--- config.mk ---
export PLATFORM = sky130hd
export DESIGN_NAME = pipe_hazard_ctrl_flat
export DESIGN_NICKNAME = d
export VERILOG_FILES = /design/src/rtl/pipe_hazard_ctrl_pkg.sv /design/src/rtl/pipe_hazard_ctrl_if.sv /design/src/rtl/pipe_hazard_ctrl_hazard_detect.sv /design/src/rtl/pipe_hazard_ctrl.sv /design/src/flat_wrapper.sv
export SDC_FILE = /design/constraint.sdc
export NUM_CORES = 1
export LEC_CHECK = 0
export BUFFER_PORTS_ARGS = -buffer_cell sky130_fd_sc_hd__buf_2
export CAP_MARGIN = 30
export CORE_MARGIN = 2
export CORE_UTILIZATION = 60
export CTS_BUF_LIST = sky130_fd_sc_hd__clkbuf_4
export DETAILED_ROUTE_END_ITERATION = 7
export PLACE_DENSITY = 0.92
export SYNTH_ARGS = -nofsm -noshare
export SYNTH_HDL_FRONTEND = slang
export SYNTH_SLANG_ARGS = --single-unit
--- constraint.sdc ---
create_clock -name clk -period 9.9 [get_ports clk]
set_input_delay 1.98 -clock clk [delete_from_list [all_inputs] [get_ports clk]]
set_output_delay 1.98 -clock clk [all_outputs]
set_load 0.03 [all_outputs]
--- src/rtl/pipe_hazard_ctrl_pkg.sv ---
// Shared types and constants for the pipeline stall/flush sequencer.
package pipe_hazard_ctrl_pkg;

  typedef enum logic [1:0] {
    ST_RUN     = 2'd0,
    ST_HALT    = 2'd1,
    ST_STEP    = 2'd2,
    ST_MEMWAIT = 2'd3
  } state_t;

  localparam logic [4:0] REG_X0 = 5'd0;

  typedef struct packed {
    logic pc_stall;
    logic ifid_stall;
    logic ifid_flush;
    logic idex_stall;
    logic idex_flush;
    logic exmem_stall;
    logic memwb_flush;
  } ctrl_t;

  // Whole front end holds and MEM/WB takes a bubble.
  localparam ctrl_t CTRL_FREEZE = '{
    pc_stall:    1'b1,
    ifid_stall:  1'b1,
    ifid_flush:  1'b0,
    idex_stall:  1'b1,
    idex_flush:  1'b0,
    exmem_stall: 1'b1,
    memwb_flush: 1'b1
  };

endpackage

--- src/rtl/pipe_hazard_ctrl_if.sv ---
// Hazard inputs and stage-register controls between the pipeline and the sequencer.
interface pipe_hazard_ctrl_if #(
  parameter int CNT_W = 32
);
  logic [4:0]       id_rs1;
  logic [4:0]       id_rs2;
  logic             id_use_rs1;
  logic             id_use_rs2;
  logic [4:0]       ex_rd;
  logic             ex_mem_read;
  logic             ex_redirect;
  logic             mem_req;
  logic             mem_ready;
  logic             dbg_halt;
  logic             dbg_step;

  logic             pc_stall;
  logic             ifid_stall;
  logic             ifid_flush;
  logic             idex_stall;
  logic             idex_flush;
  logic             exmem_stall;
  logic             memwb_flush;
  logic             halted;
  logic             mem_err;
  logic [CNT_W-1:0] stall_cnt;
  logic [CNT_W-1:0] flush_cnt;

  modport master (
    output id_rs1, id_rs2, id_use_rs1, id_use_rs2, ex_rd, ex_mem_read,
           ex_redirect, mem_req, mem_ready, dbg_halt, dbg_step,
    input  pc_stall, ifid_stall, ifid_flush, idex_stall, idex_flush,
           exmem_stall, memwb_flush, halted, mem_err, stall_cnt, flush_cnt
  );

  modport slave (
    input  id_rs1, id_rs2, id_use_rs1, id_use_rs2, ex_rd, ex_mem_read,
           ex_redirect, mem_req, mem_ready, dbg_halt, dbg_step,
    output pc_stall, ifid_stall, ifid_flush, idex_stall, idex_flush,
           exmem_stall, memwb_flush, halted, mem_err, stall_cnt, flush_cnt
  );
endinterface

--- src/rtl/pipe_hazard_ctrl_hazard_detect.sv ---
// Combinational hazard terms and the prioritized stall/flush vector.
module pipe_hazard_ctrl_hazard_detect
  import pipe_hazard_ctrl_pkg::*;
(
  input  logic [4:0] id_rs1,
  input  logic [4:0] id_rs2,
  input  logic       id_use_rs1,
  input  logic       id_use_rs2,
  input  logic [4:0] ex_rd,
  input  logic       ex_mem_read,
  input  logic       ex_redirect,
  input  logic       mem_req,
  input  logic       mem_ready,
  output logic       memwait,
  output logic       loaduse,
  output logic       redirect_take,
  output ctrl_t      ctrl
);

  assign memwait = mem_req & ~mem_ready;

  assign loaduse = ex_mem_read & (ex_rd != REG_X0) &
                   ((id_use_rs1 & (id_rs1 == ex_rd)) |
                    (id_use_rs2 & (id_rs2 == ex_rd)));

  // A held pipeline re-presents the redirect next cycle, so it only counts when not frozen.
  assign redirect_take = ex_redirect & ~memwait;

  always_comb begin
    ctrl = '0;
    if (memwait) begin
      ctrl = CTRL_FREEZE;
    end else if (ex_redirect) begin
      ctrl.ifid_flush = 1'b1;
      ctrl.idex_flush = 1'b1;
    end else if (loaduse) begin
      ctrl.pc_stall   = 1'b1;
      ctrl.ifid_stall = 1'b1;
      ctrl.idex_flush = 1'b1;
    end
  end

endmodule

--- src/rtl/pipe_hazard_ctrl.sv ---
// Stall/flush sequencer: debug/memory-wait FSM, freeze override and perf counters.
//
//   state      | meaning
//   -----------+--------------------------------------------------------
//   ST_RUN     | normal operation, hazard priority applies
//   ST_HALT    | debug freeze, all stages held every cycle
//   ST_STEP    | one cycle released from HALT with normal priority
//   ST_MEMWAIT | data memory stalled, waiting for mem_ready
module pipe_hazard_ctrl
  import pipe_hazard_ctrl_pkg::*;
#(
  parameter int CNT_W       = 32,
  parameter int MEM_TIMEOUT = 255
) (
  input  logic               clk,
  input  logic               rst,
  pipe_hazard_ctrl_if.slave  bus
);

  localparam int WAIT_W = $clog2(MEM_TIMEOUT + 1);
  localparam logic [WAIT_W-1:0] WAIT_MAX = WAIT_W'(MEM_TIMEOUT);

  state_t             state_q, state_nxt;
  logic               ret_halt_q, ret_halt_nxt;
  logic [WAIT_W-1:0]  wait_q, wait_inc;
  logic               mem_err_q;
  logic [CNT_W-1:0]   stall_q, flush_q;

  logic   memwait, loaduse, redirect_take;
  ctrl_t  hz_ctrl, ctrl;
  logic   stall_inc, flush_inc;

  pipe_hazard_ctrl_hazard_detect u_hazard_detect (
    .id_rs1        (bus.id_rs1),
    .id_rs2        (bus.id_rs2),
    .id_use_rs1    (bus.id_use_rs1),
    .id_use_rs2    (bus.id_use_rs2),
    .ex_rd         (bus.ex_rd),
    .ex_mem_read   (bus.ex_mem_read),
    .ex_redirect   (bus.ex_redirect),
    .mem_req       (bus.mem_req),
    .mem_ready     (bus.mem_ready),
    .memwait       (memwait),
    .loaduse       (loaduse),
    .redirect_take (redirect_take),
    .ctrl          (hz_ctrl)
  );

  always_comb begin
    state_nxt    = state_q;
    ret_halt_nxt = ret_halt_q;
    case (state_q)
      ST_RUN: begin
        if (memwait) begin
          state_nxt    = ST_MEMWAIT;
          ret_halt_nxt = 1'b0;
        end else if (bus.dbg_halt) begin
          state_nxt = ST_HALT;
        end
      end
      ST_HALT: begin
        if (bus.dbg_step)      state_nxt = ST_STEP;
        else if (!bus.dbg_halt) state_nxt = ST_RUN;
      end
      ST_STEP: begin
        if (memwait) begin
          state_nxt    = ST_MEMWAIT;
          ret_halt_nxt = 1'b1;
        end else begin
          state_nxt = bus.dbg_halt ? ST_HALT : ST_RUN;
        end
      end
      ST_MEMWAIT: begin
        if (!memwait) state_nxt = (ret_halt_q | bus.dbg_halt) ? ST_HALT : ST_RUN;
      end
      default: state_nxt = ST_RUN;
    endcase
  end

  // Outputs are Mealy; reset must silence them without waiting for an edge.
  always_comb begin
    ctrl = hz_ctrl;
    if (state_q == ST_HALT) ctrl = CTRL_FREEZE;
    if (rst)                ctrl = '0;
  end

  assign stall_inc = (state_q != ST_HALT) & ctrl.pc_stall;
  assign flush_inc = (state_q != ST_HALT) & redirect_take;
  assign wait_inc  = (wait_q == WAIT_MAX) ? wait_q : wait_q + 1'b1;

  always_ff @(posedge clk or posedge rst) begin
    if (rst) begin
      state_q    <= ST_RUN;
      ret_halt_q <= 1'b0;
      wait_q     <= '0;
      mem_err_q  <= 1'b0;
      stall_q    <= '0;
      flush_q    <= '0;
    end else begin
      state_q    <= state_nxt;
      ret_halt_q <= ret_halt_nxt;
      if (state_q == ST_MEMWAIT) begin
        if (memwait) begin
          wait_q <= wait_inc;
          if (wait_inc == WAIT_MAX) mem_err_q <= 1'b1;
        end else begin
          wait_q <= '0;
        end
      end
      if (stall_inc && (stall_q != '1)) stall_q <= stall_q + 1'b1;
      if (flush_inc && (flush_q != '1)) flush_q <= flush_q + 1'b1;
    end
  end

  assign bus.pc_stall    = ctrl.pc_stall;
  assign bus.ifid_stall  = ctrl.ifid_stall;
  assign bus.ifid_flush  = ctrl.ifid_flush;
  assign bus.idex_stall  = ctrl.idex_stall;
  assign bus.idex_flush  = ctrl.idex_flush;
  assign bus.exmem_stall = ctrl.exmem_stall;
  assign bus.memwb_flush = ctrl.memwb_flush;
  assign bus.halted      = (state_q == ST_HALT);
  assign bus.mem_err     = mem_err_q;
  assign bus.stall_cnt   = stall_q;
  assign bus.flush_cnt   = flush_q;

endmodule

--- src/flat_wrapper.sv ---
// flat-port wrapper written by rule: the top's interface ports become plain ports
module pipe_hazard_ctrl_flat import pipe_hazard_ctrl_pkg::*;
#(
  parameter int CNT_W       = 32,
  parameter int MEM_TIMEOUT = 255
)
  (clk, rst, bus_id_rs1, bus_id_rs2, bus_id_use_rs1, bus_id_use_rs2, bus_ex_rd, bus_ex_mem_read, bus_ex_redirect, bus_mem_req, bus_mem_ready, bus_dbg_halt, bus_dbg_step, bus_pc_stall, bus_ifid_stall, bus_ifid_flush, bus_idex_stall, bus_idex_flush, bus_exmem_stall, bus_memwb_flush, bus_halted, bus_mem_err, bus_stall_cnt, bus_flush_cnt);
  pipe_hazard_ctrl_if #(.CNT_W(CNT_W)) bus_i ();
  input  logic clk;
  input  logic rst;
  input wire logic [$bits(bus_i.id_rs1)-1:0] bus_id_rs1;
  input wire logic [$bits(bus_i.id_rs2)-1:0] bus_id_rs2;
  input wire logic [$bits(bus_i.id_use_rs1)-1:0] bus_id_use_rs1;
  input wire logic [$bits(bus_i.id_use_rs2)-1:0] bus_id_use_rs2;
  input wire logic [$bits(bus_i.ex_rd)-1:0] bus_ex_rd;
  input wire logic [$bits(bus_i.ex_mem_read)-1:0] bus_ex_mem_read;
  input wire logic [$bits(bus_i.ex_redirect)-1:0] bus_ex_redirect;
  input wire logic [$bits(bus_i.mem_req)-1:0] bus_mem_req;
  input wire logic [$bits(bus_i.mem_ready)-1:0] bus_mem_ready;
  input wire logic [$bits(bus_i.dbg_halt)-1:0] bus_dbg_halt;
  input wire logic [$bits(bus_i.dbg_step)-1:0] bus_dbg_step;
  output wire logic [$bits(bus_i.pc_stall)-1:0] bus_pc_stall;
  output wire logic [$bits(bus_i.ifid_stall)-1:0] bus_ifid_stall;
  output wire logic [$bits(bus_i.ifid_flush)-1:0] bus_ifid_flush;
  output wire logic [$bits(bus_i.idex_stall)-1:0] bus_idex_stall;
  output wire logic [$bits(bus_i.idex_flush)-1:0] bus_idex_flush;
  output wire logic [$bits(bus_i.exmem_stall)-1:0] bus_exmem_stall;
  output wire logic [$bits(bus_i.memwb_flush)-1:0] bus_memwb_flush;
  output wire logic [$bits(bus_i.halted)-1:0] bus_halted;
  output wire logic [$bits(bus_i.mem_err)-1:0] bus_mem_err;
  output wire logic [$bits(bus_i.stall_cnt)-1:0] bus_stall_cnt;
  output wire logic [$bits(bus_i.flush_cnt)-1:0] bus_flush_cnt;
  assign bus_i.id_rs1 = bus_id_rs1;
  assign bus_i.id_rs2 = bus_id_rs2;
  assign bus_i.id_use_rs1 = bus_id_use_rs1;
  assign bus_i.id_use_rs2 = bus_id_use_rs2;
  assign bus_i.ex_rd = bus_ex_rd;
  assign bus_i.ex_mem_read = bus_ex_mem_read;
  assign bus_i.ex_redirect = bus_ex_redirect;
  assign bus_i.mem_req = bus_mem_req;
  assign bus_i.mem_ready = bus_mem_ready;
  assign bus_i.dbg_halt = bus_dbg_halt;
  assign bus_i.dbg_step = bus_dbg_step;
  assign bus_pc_stall = bus_i.pc_stall;
  assign bus_ifid_stall = bus_i.ifid_stall;
  assign bus_ifid_flush = bus_i.ifid_flush;
  assign bus_idex_stall = bus_i.idex_stall;
  assign bus_idex_flush = bus_i.idex_flush;
  assign bus_exmem_stall = bus_i.exmem_stall;
  assign bus_memwb_flush = bus_i.memwb_flush;
  assign bus_halted = bus_i.halted;
  assign bus_mem_err = bus_i.mem_err;
  assign bus_stall_cnt = bus_i.stall_cnt;
  assign bus_flush_cnt = bus_i.flush_cnt;
  pipe_hazard_ctrl #(.CNT_W(CNT_W), .MEM_TIMEOUT(MEM_TIMEOUT)) u_core (.clk(clk), .rst(rst), .bus(bus_i));
endmodule
==> results_dict.tcl <==
set metrics [dict create \
    drtIter0Drc 201 \
    grt_max_degree 79 \
    synth_xor_area_share_pct 16.2 \
    holdBufCountCts 0 \
    yosysMostFrequentCell "dfrtp_1" \
    postRouteAntennaNets 0 \
    die_x_um 85.1 \
    muxShareOfSynthArea_pct 1.11 \
    areaGrowthSynthToFinish_pct 16.1 \
    path_clk_slew_ps 110 \
    place.gp.congestion 0.884 \
    slew_viol_final 0 \
    synth-edff-count 0 \
    postRouteWirelength_um 9070 \
    syn_area_mm2 0.00394 \
    cts_made_buffers 9 \
    hpwl_um 6740 \
    avgSynthCellArea_um2 9.91 \
    skew_ps 23.2 \
    core.rowCount 29 \
    root_buffer "clkbuf_4" \
    worstMarginPinSlew_ps 1010 \
    die-area_mm2 0.00724 \
    start_kind "input port" \
    synth.distinct_cells 47 \
    drc 0 \
    ir_drop_mv 0.147 \
    fin_ws_ps 4140 \
    finalSetupTns_ps 0 \
    p_leak_nw 2.39 \
    synth_top_area_share_pct 48.2 \
    placed_cells 559 \
    slew_headroom_pct 32.2 \
    yosys.area_share.simple_pct 24.5 \
    crit_path_end_kind "output port" \
    cts_tree "yes" \
    design_area_mm2 0.00458 \
    clk_path_buf_depth 2 \
    status "finished, final reports clean" \
    cp.arrival_ps 3780 \
    ys_warn_count 0 \
    ioPinCount 98 \
    synth_top_family_by_area "simple AND/OR/NAND/NOR gates" \
    dr.pass1.iters 5 \
    antenna_found_initial 0 \
    diodes 0 \
    cp_max_fo 78 \
    crit_type "input port to output port" \
    postSynthCellCount 398 \
    numPortBuffers 97 \
    via_count 3357 \
    post_cts_buffers 0 \
    fp.coreArea_mm2 0.00635 \
    synth_area_leaders "dfrtp_1, xor2_1, xnor2_1" \
    setup_viol 0 \
    yosysSeqAreaShare_pct 48.2 \
    max_freq_mhz 174 \
    hp-class "register to register" \
    fp.dieH_um 85.1 \
    hold_viol 0 \
    place_area_mm2 0.00446 \
    synth_top_area_cell "dfrtp_1" \
    track_usage_pct 26.0 \
    drive_above_1_share_pct 25.3 \
    wl_per_cell_um 15.8 \
    crit_required_ps 7920 \
    ys_ff_latch 76 \
    finalCriticalPeriod_ps 5760 \
    p_total_mw 0.731 \
    final_util_pct 72.1 \
    initial_utilization_pct 62.1 \
    drv_cap 0 \
    dpl_worst_slack_ps 4060 \
    insertion_delay_ps 450 \
    viasPerCell 5.84 \
    syn_nets 426 \
    grt_pass1_wl_um 14900 \
    synth_compound_area_share_pct 6.00 \
    async_flop_share_pct 100 \
    cts_sinks 76 \
    synthAdderAreaFrac_pct 0.952 \
    fill_cells 496 \
    cts_resized 0 \
    fin_cells 575 \
    rsz0062_at_grt "false" \
    first_global_vias 3197 \
    gr-total-overflow 0 \
    finalNetCount 521 \
    timing.hold.ws_ps 479 \
    synthTopCellsByCount "dfrtp_1, nand2_1, xor2_1" \
    h-tree-depth 3 \
    p_per_area_mw_per_mm2 160 \
    synthFlopType "dfrtp_1" \
    finalCritPeriodShare_pct 58.2 \
]
cell usage in the layout (no fill, tap or decap), drive strengths merged, types with 6 or more instances in the layout:
cell type  count
xor2          40
dfrtp         76
nand3         24
xnor2         33
nor3          24
a21oi          7
nand4         23
clkbuf        10
buf           98
o21ai         14
and4           9
and3          12
nor2          22
nor4           6
nand2         40
inv           15
and2           8
final timing paths:
check                                                end                     start  slack, ps  depth (start not counted)
worst min register to register        u_core.bus.mem_err        u_core.bus.mem_err        480                          1
worst max-delay path                      bus_ifid_stall                       rst       4140                          8
max in group asynchronous             u_core.bus.mem_err                       rst       7480                          3
worst min-delay path                  u_core.bus.mem_err        u_core.bus.mem_err        480                          1
worst max register to register   u_core.bus.stall_cnt[1]  u_core.bus.stall_cnt[17]       6970                          6
min in group asynchronous       u_core.bus.stall_cnt[31]                       rst       1820                          3
routing by layer:
metal	global-route usage, %	part of all wire (%)	wire, um
met5	0	0	0
met4	8.95	1.6	149
met3	5.84	7.3	663
met2	44.3	49	4480
met1	32.8	42	3780
flip-flops by register name (all words and copies together) (netlist names):
| signal | count |
|---|---|
| u_core.bus.flush_cnt | 32 |
| u_core.bus.mem_err | 1 |
| u_core.bus.stall_cnt | 32 |
| u_core.ret_halt_q | 1 |
| u_core.state_q | 2 |
| u_core.wait_q | 8 |
cell families (layout without fill, tap and decap cells):
kind of cell               count (synthesis)  after routing
buffers and inverters                     27            127
muxes                                      4              4
adders and majority gates                  3              3
and+or+nand+nor                          178            178
xor gates and xnor gates                  73             73
AOI/OAI and AO/OA                         37             37
DFF                                       76             76
worst max-delay path: stages:
cell	delay, ps
buf_2	110
inv_2	40
buf_4	690
o21ai_0	380
o221ai_1	190
nand2_1	90
inv_1	80
buf_2	190
report_power, final:
group / internal (mW) / switching (mW)
Clock: 0.0544 / 0.112
Sequential: 0.340 / 0.0409
Combinational: 0.0594 / 0.124
area by class of cell:
class / instances / area, um2 / area share [%]
Sequential cell: 76 / 1900 / 41.6
Inverter: 13 / 48.8 / 1.07
Tap cell: 77 / 96.3 / 2.10
Clock inverter: 6 / 38.8 / 0.847
Multi-Input combinational cell: 295 / 1920 / 42.0
Clock buffer: 10 / 75.1 / 1.64
Timing Repair Buffer: 98 / 493 / 10.8
(Power assumes the default switching activity.)
